File: config.mk
export PLATFORM = sky130hd
export DESIGN_NAME = db_conversion_scheduler
export DESIGN_NICKNAME = d
export VERILOG_FILES = /design/src/rtl/db_sched_pkg.sv /design/src/rtl/db_rr_arbiter.sv /design/src/rtl/db_conversion_scheduler.sv
export SDC_FILE = /design/constraint.sdc
export NUM_CORES = 1
export LEC_CHECK = 0
export BUFFER_PORTS_ARGS = -buffer_cell sky130_fd_sc_hd__buf_2
export CORE_ASPECT_RATIO = 0.5
export CORE_MARGIN = 2
export CORE_UTILIZATION = 44
export DETAILED_ROUTE_END_ITERATION = 8
export GPL_TIMING_DRIVEN = 0
export PLACE_DENSITY_LB_ADDON = 0.05
export SLEW_MARGIN = 15
export SYNTH_ARGS = -nofsm -noshare
export SYNTH_HDL_FRONTEND = slang
export SYNTH_SLANG_ARGS = --single-unit
File: constraint.sdc
create_clock -name clock -period 2.95 [get_ports clock]
set_clock_uncertainty 0.1 [all_clocks]
set_input_delay 0.4425 -clock clock [delete_from_list [all_inputs] [get_ports clock]]
set_output_delay 0.4425 -clock clock [all_outputs]
set_load 0.02 [all_outputs]
File: src/rtl/db_sched_pkg.sv
// db_sched_pkg: shared types and constants for the dB conversion scheduler.
package db_sched_pkg;
  typedef enum logic [1:0] {IDLE, ISSUE, WAIT, DONE} state_t;
  localparam int SAMPLE_W = 12;
  localparam int DB_W = 9;
  localparam logic [DB_W-1:0] PEAK_INIT = 9'd511;
  localparam int DEF_NUM_CH = 4;
  localparam int DEF_TIMEOUT_CYCLES = 32;
endpackage

File: src/rtl/db_rr_arbiter.sv
// db_rr_arbiter: combinational round-robin grant, first pending channel after the last grant.
module db_rr_arbiter
  import db_sched_pkg::*;
#(
  parameter int NUM_CH = DEF_NUM_CH,
  parameter int CH_W = $clog2(NUM_CH)
) (
  input  logic [NUM_CH-1:0] i_pend,
  input  logic [CH_W-1:0]   i_ptr,
  output logic [NUM_CH-1:0] o_grant,
  output logic [CH_W-1:0]   o_idx,
  output logic              o_any
);
  // Scan farthest-first so the nearest pending channel after the pointer wins.
  always_comb begin
    o_idx = '0;
    for (int i = NUM_CH; i >= 1; i--)
      if (i_pend[(int'(i_ptr) + i) % NUM_CH]) o_idx = CH_W'((int'(i_ptr) + i) % NUM_CH);
  end
  assign o_any = |i_pend;
  assign o_grant = o_any ? NUM_CH'(1) << o_idx : '0;
endmodule

File: src/rtl/db_conversion_scheduler.sv
// db_conversion_scheduler: shares one 12-bit-to-dB converter between NUM_CH channels, round-robin.
// Define PEAK_HOLD_EN to add per-channel peak (minimum attenuation) hold with peak_db/peak_clear.
module db_conversion_scheduler
  import db_sched_pkg::*;
#(
  parameter int NUM_CH = DEF_NUM_CH,
  parameter int CH_W = $clog2(NUM_CH),
  parameter int TIMEOUT_CYCLES = DEF_TIMEOUT_CYCLES
) (
  input  logic                       clock,
  input  logic                       reset_n,
  input  logic [NUM_CH-1:0]          sample_valid,
  input  logic [NUM_CH*SAMPLE_W-1:0] sample_data,
  output logic                       conv_start,
  output logic [SAMPLE_W-1:0]        conv_sample,
  input  logic [DB_W-1:0]            conv_db,
  input  logic                       conv_done,
  output logic                       db_valid,
  output logic [DB_W-1:0]            db_value,
  output logic [CH_W-1:0]            db_channel,
  output logic [NUM_CH-1:0]          overrun,
  input  logic                       overrun_clear,
`ifdef PEAK_HOLD_EN
  output logic [NUM_CH*DB_W-1:0]     peak_db,
  input  logic [NUM_CH-1:0]          peak_clear,
`endif
  output logic                       timeout_err
);
  localparam int CNT_W = $clog2(TIMEOUT_CYCLES + 1);
  state_t r_state, w_next;
  logic [NUM_CH-1:0] r_pend, w_grant, w_take;
  logic [SAMPLE_W-1:0] r_buf [NUM_CH];
  logic [CH_W-1:0] r_ptr, r_ch, w_idx;
  logic [CNT_W-1:0] r_cnt;
  logic w_any, w_timeout;

  db_rr_arbiter #(.NUM_CH(NUM_CH), .CH_W(CH_W)) u_arb (
    .i_pend(r_pend), .i_ptr(r_ptr), .o_grant(w_grant), .o_idx(w_idx), .o_any(w_any)
  );

  assign w_take = (r_state == IDLE) ? w_grant : '0;
  assign w_timeout = (r_state == WAIT) && !conv_done && (r_cnt == CNT_W'(TIMEOUT_CYCLES - 1));

  always_ff @(posedge clock or negedge reset_n)
    if (!reset_n) r_state <= IDLE;
    else r_state <= w_next;

  always_comb begin
    w_next = r_state;
    conv_start = (r_state == ISSUE);
    db_valid = (r_state == DONE);
    case (r_state)
      IDLE:    w_next = w_any ? ISSUE : IDLE;
      ISSUE:   w_next = WAIT;
      WAIT:    w_next = conv_done ? DONE : (w_timeout ? IDLE : WAIT);
      default: w_next = IDLE;
    endcase
  end

  // A channel being granted this cycle may take a fresh sample without it counting as overrun.
  always_ff @(posedge clock or negedge reset_n)
    if (!reset_n) begin
      r_pend <= '0;
      overrun <= '0;
      for (int k = 0; k < NUM_CH; k++) r_buf[k] <= '0;
    end else begin
      for (int k = 0; k < NUM_CH; k++)
        if (sample_valid[k]) r_buf[k] <= sample_data[k*SAMPLE_W +: SAMPLE_W];
      r_pend <= (r_pend & ~w_take) | sample_valid;
      overrun <= overrun_clear ? '0 : overrun | (sample_valid & r_pend & ~w_take);
    end

  always_ff @(posedge clock or negedge reset_n)
    if (!reset_n) begin
      r_ptr <= CH_W'(NUM_CH - 1);
      r_ch <= '0;
      r_cnt <= '0;
      conv_sample <= '0;
      db_value <= '0;
      db_channel <= '0;
      timeout_err <= 1'b0;
    end else begin
      if (r_state == IDLE && w_any) begin
        conv_sample <= r_buf[w_idx];
        r_ch <= w_idx;
        r_ptr <= w_idx;
      end
      r_cnt <= (r_state == WAIT) ? r_cnt + 1'b1 : '0;
      if (r_state == WAIT && conv_done) begin
        db_value <= conv_db;
        db_channel <= r_ch;
      end
      timeout_err <= !overrun_clear && (timeout_err || w_timeout);
    end

`ifdef PEAK_HOLD_EN
  logic [DB_W-1:0] r_peak [NUM_CH];

  always_ff @(posedge clock or negedge reset_n)
    if (!reset_n) begin
      for (int k = 0; k < NUM_CH; k++) r_peak[k] <= PEAK_INIT;
    end else begin
      for (int k = 0; k < NUM_CH; k++)
        if (db_valid && db_channel == CH_W'(k))
          r_peak[k] <= (peak_clear[k] || db_value < r_peak[k]) ? db_value : r_peak[k];
        else if (peak_clear[k])
          r_peak[k] <= PEAK_INIT;
    end

  for (genvar p = 0; p < NUM_CH; p++) begin : g_peak
    assign peak_db[p*DB_W +: DB_W] = r_peak[p];
  end
`endif
endmodule
==> flow_metrics.env <==
export IMPL_synthTopCellsByCount="dfrtp_1 (90), mux2_2 (59), mux2i_1 (24), nand2_1 (20), o221ai_1 (13)"
export IMPL_final_min_clock_period_ns=2.09
export IMPL_synth_distinct_cells=29
export IMPL_clock_sinks=92
export IMPL_cts_buffers=9
export IMPL_swShare=0.365
export IMPL_drc=0
export IMPL_start_kind="register"
export IMPL_ant_nets=0
export IMPL_p_leak_nw=2.26
export IMPL_fp_dieH_um=70.1
export IMPL_syn_avg_cell_area_um2=13.6
export IMPL_io_pins=95
export IMPL_setup_violations=0
export IMPL_stdcell_count=510
export IMPL_ys_flop_type="dfrtp_1"
export IMPL_min_period_over_period=0.708
export IMPL_grt_antenna_before_repair=0
export IMPL_place_gp_congestion=0.799
export IMPL_comb_power_share=0.399
export IMPL_slew_violations=0
export IMPL_path_class="reg -> reg"
export IMPL_use_met1=0.260
export IMPL_netlist_area_um2=3840
export IMPL_cts_resized=0
export IMPL_drtPass1Iterations=4
export IMPL_yosys_warnings=0
export IMPL_drive_gt1_frac=0.455
export IMPL_ys_seq_area_frac=0.600
export IMPL_setup_tns_ns=0
export IMPL_cts_max_level=3
export IMPL_netlist_instances=282
export IMPL_worst_path_buf_inv=1
export IMPL_num_antenna_cells=0
export IMPL_synthArstFlopShare=1.00
export IMPL_synth_most_common_cell="dfrtp_1"
export IMPL_portBuffers=94
export IMPL_end_kind="register"
export IMPL_grt_overflow=0
export IMPL_wl_per_cell_um=16.7
export IMPL_hold_ws_ns=0.0736
export IMPL_slew_limit_headroom=0.502
export IMPL_grt_use_met3=0.0603
export IMPL_worstSkewPairLatency_ns=0.34
export IMPL_required_ns=3.09
export IMPL_status="finished, final reports clean"
export IMPL_die_area_um2=9540
export IMPL_cts_root_buf="clkbuf_16"
export IMPL_busiest_layer="met2"
export IMPL_vias=2616
export IMPL_postLayoutCoreUtil=0.557
export IMPL_critical_path_top_delay_family="compound AO/OA/AOI/OAI gates"
export IMPL_synth_seq_cells=92
export IMPL_cp_arrival_ns=2.23
export IMPL_cts_buffer_depth=2
export IMPL_grt_max_degree=56
export IMPL_critPathMaxStageDelay_ns=0.45
export IMPL_worst_pin_slew_ns=0.748
export IMPL_yosys_area_top_type_share=0.586
export IMPL_rows=24
export IMPL_nets=454
export IMPL_drt_vias_per_instance=5.13
export IMPL_postCtsSetupBuffers=0
export IMPL_max_vdd_ir_drop_v=0.000640
export IMPL_met2_usage=0.307
export IMPL_hpwl_mm=6.06
export IMPL_hold_violations=0
export IMPL_setup_slack_ns=0.862
export IMPL_synth_edff_count=0
export IMPL_area_growth_pct=24.5
export IMPL_switching_power_w=0.00179
export IMPL_die_width_um=136
export IMPL_pre_cts_ws_ns=0.881
export IMPL_clkTransAtPathRegs_ns=0.06
export IMPL_drt_initial_drc_count=102
export IMPL_grt_pass1_vias=2728
export IMPL_path_cells="nor2_1 > a211oi_2 > nand2_1 > clkbuf_1 > o221ai_1"
export IMPL_yosys_area_top_type="dfrtp_1"
export IMPL_dp_cells=494
export IMPL_start_util=0.447
export IMPL_p_clk_frac=0.236
export IMPL_hold_path_class="in -> async"
export IMPL_intPower_w=0.00311
export IMPL_ctsHoldBuffers=0
export IMPL_syn_num_nets=348
export IMPL_crit_fanout=10
export IMPL_cts_tree="built"
export IMPL_fmax_mhz=479
export IMPL_maxCapViolations=0
export IMPL_core_area_um2=8590
export IMPL_ys_top_cells_by_area="dfrtp_1 (59%), mux2_2 (17%), mux2i_1 (6.3%)"
export IMPL_finalWirelength_mm=8.53
export IMPL_slowest_stage="a211oi_2"
export IMPL_grt_pass1_wl_mm=13.9
export IMPL_rsz0062_at_grt="no"
export IMPL_power_density_nw_per_um2=1020
export IMPL_pwr_share_seq=0.366
export IMPL_grtUsageTotal=0.193
-- cell usage in the layout, fill, tap and decap left out --
cell type,Yosys,layout
a211oi_2,1,1
dfrtp_1,90,90
mux2i_1,24,24
buf_4,0,1
clkbuf_1,7,7
a211o_1,1,1
o211ai_1,4,4
clkbuf_8,0,1
nor2_1,11,11
dfstp_2,2,2
xnor2_1,2,2
and2_1,2,2
a21o_1,1,1
clkinv_4,0,1
and3_1,1,1
or3b_1,1,1
a21oi_1,7,7
nand2b_1,7,7
ha_1,1,1
o21bai_1,2,2
nor2b_1,4,4
clkbuf_16,0,9
clkinvlp_4,0,2
bufinv_16,0,1
mux2_2,59,59
nand3_1,3,3
o221ai_1,13,13
buf_2,2,95
xor2_1,2,2
o21ai_1,4,4
buf_12,0,1
buf_6,4,4
nand2_1,20,20
o21ai_0,2,2
nor4b_1,1,1
clkinv_2,0,2
inv_1,4,4
-- registers in the layout, summed over array words and instances (netlist names) --
name	cells
conv_sample	12
overrun	4
r_ptr	2
db_value	9
db_channel	2
timeout_err	1
r_pend	4
r_buf	48
r_cnt	6
r_ch	2
r_state	2
-- cell type report --
type	count	area [um2]
fill	767	3800
sequential	92	2300
buffer	13	81.3
multi-input combinational	173	1440
inverter	4	15.0
tap	117	146
clock inverter	6	63.8
clock buffer	10	239
timing repair buffer	95	493
-- cells by family after synthesis --
kind of cell             count (synthesis)  synth area share
multiplexers                            83             0.235
AO/OA/AOI/OAI                           35            0.0658
XOR/XNOR                                 4           0.00912
AND/OR/NAND/NOR                         50            0.0615
buffers and inverters                   17            0.0251
flip-flops                              92             0.600
adder cells (fa/ha/maj)                  1           0.00326
-- power by group through the flow --
stage	registers, W	logic (W)	clock network, W
final	0.00179	0.00195	0.00115
after global routing	0.00184	0.00212	0.00124
after CTS	0.00179	0.00197	0.00117
after detailed placement	0.00181	0.00195	0
after global placement	0.00179	0.00190	0
after floorplan	0.00199	0.00117	0
-- stage by stage --
stage	instance area, um2	power, W
final	4780	0.00490
after global routing	4780	0.00519
after CTS	4780	0.00493
after detailed placement	4480	0.00376
after global placement	4460	0.00370
after floorplan	3840	0.00315
-- path summary, 6_finish.rpt --
kind | startpoint | end | slack [ns] | depth (start not counted)
min in group clock | sample_data[12] | r_buf[24] | 0.23 | 2
worst max-delay path | r_pend[3] | conv_sample[9] | 0.86 | 5
worst max register to register | r_pend[3] | conv_sample[9] | 0.86 | 5
worst min-delay path | reset_n | db_value[4] | 0.07 | 1
worst min register to register | r_cnt[0] | r_cnt[0] | 0.37 | 1
max in group asynchronous | reset_n | r_ptr[0] | 1.97 | 2
-- routing by layer --
layer,up-vias,part of all wire
met4,0,0.0081
met5,-,0
met3,9,0.073
met2,87,0.45
li1,1221,-
met1,1299,0.47
Note: power is estimated with default switching activity, not from simulation.
